--- src/rtl/x7seg2_rx.sv ---
// x7seg2_rx: recovers bytes from a multiplexed two-digit seven-segment bus.
// Optional macro X7SEG2_RX_CHANGE_ONLY_EN: valid pulses only when the captured byte changes.
module x7seg2_rx #(
   parameter int unsigned STABLE_CYCLES = 16
) (
   input  logic       clk,
   input  logic       clr,
   input  logic [1:0] an,
   input  logic [6:0] a_to_g,
   output logic [7:0] x,
   output logic       valid,
   output logic       err
);

   localparam int unsigned    CW      = (STABLE_CYCLES > 1) ? $clog2(STABLE_CYCLES) : 1;
   localparam logic [CW-1:0]  CNT_MAX = CW'(STABLE_CYCLES - 1);
   localparam logic [CW-1:0]  CNT_PRE = CW'(STABLE_CYCLES - 2);

   typedef enum logic {
      S_LO = 1'b0,
      S_HI = 1'b1
   } state_t;

   // Returns {code_ok, nibble}; code_ok is 0 for any non-hex pattern.
   function automatic logic [4:0] seg_decode(input logic [6:0] seg);
      logic [4:0] r;
      case (seg)
         7'b1111110: r = {1'b1, 4'h0};
         7'b0110000: r = {1'b1, 4'h1};
         7'b1101101: r = {1'b1, 4'h2};
         7'b1111001: r = {1'b1, 4'h3};
         7'b0110011: r = {1'b1, 4'h4};
         7'b1011011: r = {1'b1, 4'h5};
         7'b1011111: r = {1'b1, 4'h6};
         7'b1110000: r = {1'b1, 4'h7};
         7'b1111111: r = {1'b1, 4'h8};
         7'b1111011: r = {1'b1, 4'h9};
         7'b1110111: r = {1'b1, 4'hA};
         7'b0011111: r = {1'b1, 4'hB};
         7'b1001110: r = {1'b1, 4'hC};
         7'b0111101: r = {1'b1, 4'hD};
         7'b1001111: r = {1'b1, 4'hE};
         7'b1000111: r = {1'b1, 4'hF};
         default:    r = 5'b0_0000;
      endcase
      return r;
   endfunction

   logic [1:0]    r_an_q;
   logic [6:0]    r_seg_q;
   logic [CW-1:0] cnt_q;
   logic [CW-1:0] cnt_d;
   logic          sample_q;
   logic          sample_d;
   state_t        state_q;
   logic [3:0]    lo_q;
   logic [7:0]    x_q;
   logic          valid_q;
   logic          err_q;
   logic [4:0]    dec_s;
   logic [7:0]    byte_s;
   logic          pulse_s;

   assign dec_s  = seg_decode(r_seg_q);
   assign byte_s = {dec_s[3:0], lo_q};

`ifdef X7SEG2_RX_CHANGE_ONLY_EN
   assign pulse_s = (byte_s != x_q);
`else
   assign pulse_s = 1'b1;
`endif

   // Stability counter: restarts on any pin change or idle anode, saturates at the top.
   always_comb begin
      cnt_d = cnt_q;
      if (({an, a_to_g} != {r_an_q, r_seg_q}) || (r_an_q == 2'b00) || (r_an_q == 2'b11)) begin
         cnt_d = '0;
      end else if (cnt_q != CNT_MAX) begin
         cnt_d = cnt_q + 1'b1;
      end else begin
         cnt_d = cnt_q;
      end
      sample_d = (cnt_q == CNT_PRE) && (cnt_d == CNT_MAX);
   end

   // Input stage, sample event pipeline and digit-assembly FSM with registered outputs.
   always_ff @(posedge clk) begin
      if (clr) begin
         r_an_q   <= 2'b00;
         r_seg_q  <= 7'b000_0000;
         cnt_q    <= '0;
         sample_q <= 1'b0;
         state_q  <= S_LO;
         lo_q     <= 4'h0;
         x_q      <= 8'h00;
         valid_q  <= 1'b0;
         err_q    <= 1'b0;
      end else begin
         r_an_q   <= an;
         r_seg_q  <= a_to_g;
         cnt_q    <= cnt_d;
         sample_q <= sample_d;
         valid_q  <= 1'b0;
         err_q    <= 1'b0;
         // r_* still hold the accepted pattern here: it was stable through the event edge.
         if (sample_q) begin
            if (!dec_s[4]) begin
               err_q   <= 1'b1;
               lo_q    <= 4'h0;
               state_q <= S_LO;
            end else begin
               case (state_q)
                  S_LO: begin
                     if (r_an_q == 2'b01) begin
                        lo_q    <= dec_s[3:0];
                        state_q <= S_HI;
                     end else begin
                        state_q <= S_LO;
                     end
                  end
                  S_HI: begin
                     if (r_an_q == 2'b01) begin
                        lo_q <= dec_s[3:0];
                     end else if (r_an_q == 2'b10) begin
                        x_q     <= byte_s;
                        valid_q <= pulse_s;
                        state_q <= S_LO;
                     end else begin
                        state_q <= S_HI;
                     end
                  end
                  default: state_q <= S_LO;
               endcase
            end
         end else begin
            state_q <= state_q;
         end
      end
   end

   assign x     = x_q;
   assign valid = valid_q;
   assign err   = err_q;

endmodule

--- config.mk ---
export PLATFORM = sky130hd
export DESIGN_NAME = x7seg2_rx
export DESIGN_NICKNAME = d
export VERILOG_FILES = /design/src/rtl/x7seg2_rx.sv
export SDC_FILE = /design/constraint.sdc
export NUM_CORES = 1
export LEC_CHECK = 0
export CELL_PAD_IN_SITES_DETAIL_PLACEMENT = 1
export CELL_PAD_IN_SITES_GLOBAL_PLACEMENT = 1
export CORE_ASPECT_RATIO = 1.1
export CORE_MARGIN = 2
export CORE_UTILIZATION = 41
export CTS_CLUSTER_SIZE = 25
export DETAILED_ROUTE_END_ITERATION = 8
export PLACE_DENSITY = 0.76
export SKIP_LAST_GASP = 1
export SLEW_MARGIN = 20
export SYNTH_ARGS = -nofsm -noshare
export SYNTH_HDL_FRONTEND = slang
export SYNTH_SLANG_ARGS = --single-unit
--- constraint.sdc ---
create_clock -name clk -period 4.8 [get_ports clk]
set_clock_uncertainty 0.1 [all_clocks]
set_input_delay 0.96 -clock clk [delete_from_list [all_inputs] [get_ports clk]]
set_output_delay 0.96 -clock clk [all_outputs]
set_load 0.01 [all_outputs]
After elaboration in Yosys (flattened, before gate mapping)
Cells that the tools add are included.
- add/subtract/negate cells: 1
- mux-type cells: 12
- bitwise logic cells: 4
- equality and inequality tests: 24
- reduce and logical (&&, ||, !) cells: 8
- operators by type and width (cell ; number):
    $eq A7 B7 Y1 const B ; 12
    $pmux W5 S16 ; 1
    $eq A7 B6 Y1 const B ; 3
    $mux W4 ; 4
    $ne A9 B9 Y1 ; 1
    $eq A4 B4 Y1 const B ; 2
    $eq A7 B5 Y1 const B ; 1
    $mux W1 ; 6
    $reduce_and A5 Y1 ; 1
    $reduce_or A5 Y1 ; 1
    $add A4 B1 Y4 const B ; 1
    $eq A2 B2 Y1 const B ; 2
    $ne A4 B4 Y1 const B ; 1
    $not A1 Y1 ; 4
    $eq A2 B1 Y1 const B ; 1
    $logic_not A2 Y1 ; 1
    $logic_or A1 B1 Y1 ; 2
    $ne A2 B1 Y1 const B ; 1
    $pmux W1 S2 ; 1
    $reduce_and A2 Y1 ; 1
    $reduce_or A2 Y1 ; 1
    $logic_and A1 B1 Y1 ; 1
- word-level logic and storage cells: 58
- input bits: 11
- output and inout port bits: 10
- register bits after elaboration: 29

Longest topological paths before layout
- depth after elaboration: 6
- gate-level depth with buffers: 8
- mapped depth without buffers: 5

Worst setup path before layout
OpenSTA, ideal clock, no wires.
- path kind: register -> register
- start: register r_seg_q[3]
- end: register x_q[6], in the netlist x[6]
- stages on the path, launching flop included: 7
- path slack: 2.786 ns
- arrival time: 1.791 ns
- required time: 4.577 ns
- path buffers: 1
- setup time: 0.123 ns
- clock period less this slack: 2.014 ns
- cells stage by stage: dfxtp_1 buf_6 or4b_4 o22ai_2 nor2_2 a31oi_1 mux2_1
- longest elaborated chain between the ends: 3
- elaborated cells between the ends (all ways): 18
- classes of those cells: eq/ne (16); mux (1); reduce/logical (1)
- RTL lines (item ; RTL line ; source):
    start, declared ; 50 ; logic [6:0] r_seg_q;
    start signal, assigned ; 100 ; r_seg_q <= a_to_g;
    $eq A7 B7 Y1, or another cell as far along ; 27 ; case (seg)
    $pmux W5 S16 (*) ; 27 ;
    $reduce_and A5 Y1 (no source line) ; n/a ;
    end signal, assigned ; 125 ; x_q <= byte_s;
    end, declared ; 57 ; logic [7:0] x_q;
Mark *: on every way between the ends. The rest lies on a longest branch, timed or not.
A chain may end at the register's enable or synchronous reset.

==> results.tsv <==
stage	metric	value	unit
cts	Clock Latency Late Sink	280	ps
floorplanning	Die Ht	67.7	um
logic_synthesis	Yosys top cell area share	38.4	%
cts	H-tree depth	2	
placement	Cell Area, Placed	1700	um2
cts	CTS tree	built	
cts	Clock Sinks	29	
worst_setup_path	critical path's slowest cell	clkdlybuf4s50_1	
logic_synthesis	ys flop type	dfxtp_1	
route	final WL	3530	um
route	post-route ant nets	0	
cts	Setup Fix Bufs, Post-CTS	0	
route	DRT iter0 DRCs	114	
worst_setup_path	kind of critical path	in2reg	
run_status	status	finished, final reports clean	
placement	Inst Count DP	224	
global_route	Congestion Overflow GR	0	
logic_synthesis	Compound-Gate Fraction of Synth Area	14.6	%
floorplanning	die span in x	61.9	um
worst_setup_path	Worst setup startpoint	clr	
finish	P&R area growth vs syn	17.9	%
placement	Final HPWL DP	2560	um
floorplanning	Std-Cell Rows	23	
global_route	initial antenna violation count	0	
finish	final instance area	1780	um2
timing	RSZ-0062 raised after global routing	no	
timing	worst hold slack	361	ps
global_route	first-pass GRT wire length	5990	um
min_path	worst hold path type	reg2reg	
worst_setup_path	crit-path max cell delay	850	ps
route	DR pass1 iterations	4	
cts	CTS Buf Count	5	
floorplanning	IO Count	21	
global_route	total track usage	19.6	%
timing	final setup fails	0	
placement	port bufs	20	
finish	share of cells above drive strength 1	6.04	%
worst_setup_path	Max FO, Critical Path	24	
logic_synthesis	area leader, netlist	dfxtp_1	
finish	non-filler instance count after layout	232	
finish	Post-layout nets	194	
timing	minimum clock period	2660	ps
logic_synthesis	post-synthesis adder-cell area fraction	1.65	%
finish	ant diodes	0	
worst_setup_path	Worst Path Required	4900	ps
placement	GPL Wtd Cong	0.816	
timing	Max Slew Vio Count	0	
logic_synthesis	post-synthesis xor/xnor area fraction	5.21	%
floorplanning	core region area	3600	um2
floorplanning	initial core utilization	42.1	%
logic_synthesis	syn avg cell area	9.11	um2
placement	pre-CTS setup slack	1810	ps
route	wire per inst	15.2	um
cts	post_cts resized	0	
power	VDD IR max	0.125	mV
logic_synthesis	post-synthesis mux area share	5.38	%
timing	worst slew pin tran	847	ps
timing	fmax	376	MHz
timing	Rel. slew slack	43.4	%
route	DR DRC count	0	
cts	hold_buf cts	0	
cts	CTS root buf	clkbuf_8	
logic_synthesis	Seq/Total Area, Yosys	38.4	%
cts	Reg clk slew, reported paths	60	ps
route	Vias/cell	5.45	
logic_synthesis	Post-Syn Area	1510	um2
worst_setup_path	CP Launch Type	input port	
logic_synthesis	number of synthesis warnings	0	
global_route	largest net degree at the start of global routing	25	
timing	period utilisation layout	55.4	%
logic_synthesis	Yosys cell types	49	
power	static leakage	0.000651	uW
global_route	number of global-route vias before repair	1257	
logic_synthesis	Synth Area in Simple Gates	29.5	%
worst_setup_path	Reg2Reg Launch Point	r_seg_q[6]	
cts	Max Root-Sink Buffers	2	
logic_synthesis	Commonest cells post-synth	29 x dfxtp_1, 14 x nor2b_1, 12 x nand2_1, 11 x nor2_1, 10 x nor3_1	
logic_synthesis	asr flop ratio synth	0	%
logic_synthesis	main combinational cell family by area after synthesis	simple AND/OR/NAND/NOR gates	
logic_synthesis	Mapped Cells	166	
flow_run	maxcap violations	0	
min_path	Hold Path Origin	x[0]	
logic_synthesis	flops & latches, synth	29	
timing	Final WS setup	2140	ps
power	cell area power density	269	nW/um2
worst_setup_path	CP arrival	2760	ps
worst_setup_path	CP Capture Type	register	
logic_synthesis	most numerous cell in the Yosys netlist	dfxtp_1	
worst_setup_path	crit-path cells	clkdlybuf4s50_1, nor4_1, o211ai_1, nor3_1	
logic_synthesis	syn_nets	179	
floorplanning	die area	4190	um2
logic_synthesis	Post-synth EDFFs	0	
timing	final hold vios	0	
route	routed vias	1265	
timing	Setup TNS	0	ps
logic_synthesis	top cells by area, synth	dfxtp_1 38%, nor2b_1 5.8%, xor2_1 4.1%	
metal layers:
| metal | vias up | routed length, um | GRT usage [%] | part of all wire, % |
|---|---|---|---|---|
| met5 | - | 0 | 0 | 0 |
| met4 | 0 | 71 | 8.51 | 2.0 |
| met3 | 8 | 80 | 5.36 | 2.3 |
| met2 | 11 | 1780 | 32.0 | 50 |
| met1 | 611 | 1600 | 23.9 | 45 |
| li1 | 635 | - | - | - |
report_power, final:
part	switching [uW]	internal (uW)	total, uW	leakage (uW)
Combinational	14.9	18.5	33.3	0.000376
Sequential	12.4	245	257	0.000236
Clock	86.4	103	189	0.0000395
state kept, by name, indices dropped and copies added (netlist names):
signal    cells
err           1
state_q       1
cnt_q         4
valid         1
r_seg_q       7
sample_q      1
lo_q          4
x             8
r_an_q        2
per-stage QoR:
step	total power [uW]	util [%]
after CTS	484	49.6
after floorplan	282	-
after global routing	504	49.6
final	480	49.6
after detailed placement	296	47.4
after global placement	293	47.4
path summary, 6_finish.rpt:
kind	to	slack (ps)	cells after the start
max	sample_q	2140	4
max reg2reg	x[6]	2390	5
min	x[0]	360	2
min reg2reg	x[0]	360	2
cell families (layout without fill, tap and decap cells):
group           Yosys count  in the layout
compound gates           28             28
buf+inv                  14             30
flops                    29             29
fa+ha+maj                 2              2
mux                       7              7
xor+xnor                  9              9
simple gates             77             77
layout make-up:
class                   instances  area, um2
fillers                       430       1810
repair buffers                 20        200
flip-flops and latches         29        581
multi-input cells             123        853
well taps                      50       62.6
inverters                       2       7.51
clock buffers                   8       80.1
layout by cell type, fill, tap and decap left out, types with 2 or more instances in the layout:
cell	Yosys	layout
clkbuf_1	3	3
nor4_1	3	3
nand4b_1	2	2
nand3_1	6	6
a31oi_1	5	5
nor2_1	11	11
nor3_1	10	10
a21oi_1	4	4
xor2_1	7	7
clkbuf_8	0	5
clkdlybuf4s50_1	0	20
o211ai_1	2	2
mux2_4	2	2
nand2b_1	2	2
nand3b_1	3	3
dfxtp_1	29	29
ha_1	2	2
nor2b_1	14	14
and3b_1	3	3
a41o_1	2	2
nand4_1	2	2
xnor2_1	2	2
nand2_1	12	12
inv_1	2	2
mux2i_1	4	4
a32o_1	3	3
worst max-delay path: cells and delay by family:
kind                   cells  cell delay (ps)
AOI/OAI and AO/OA          1              250
buffers and inverters      1              850
and+or+nand+nor            2              690
No activity file was read; power rests on OpenSTA's default activity.
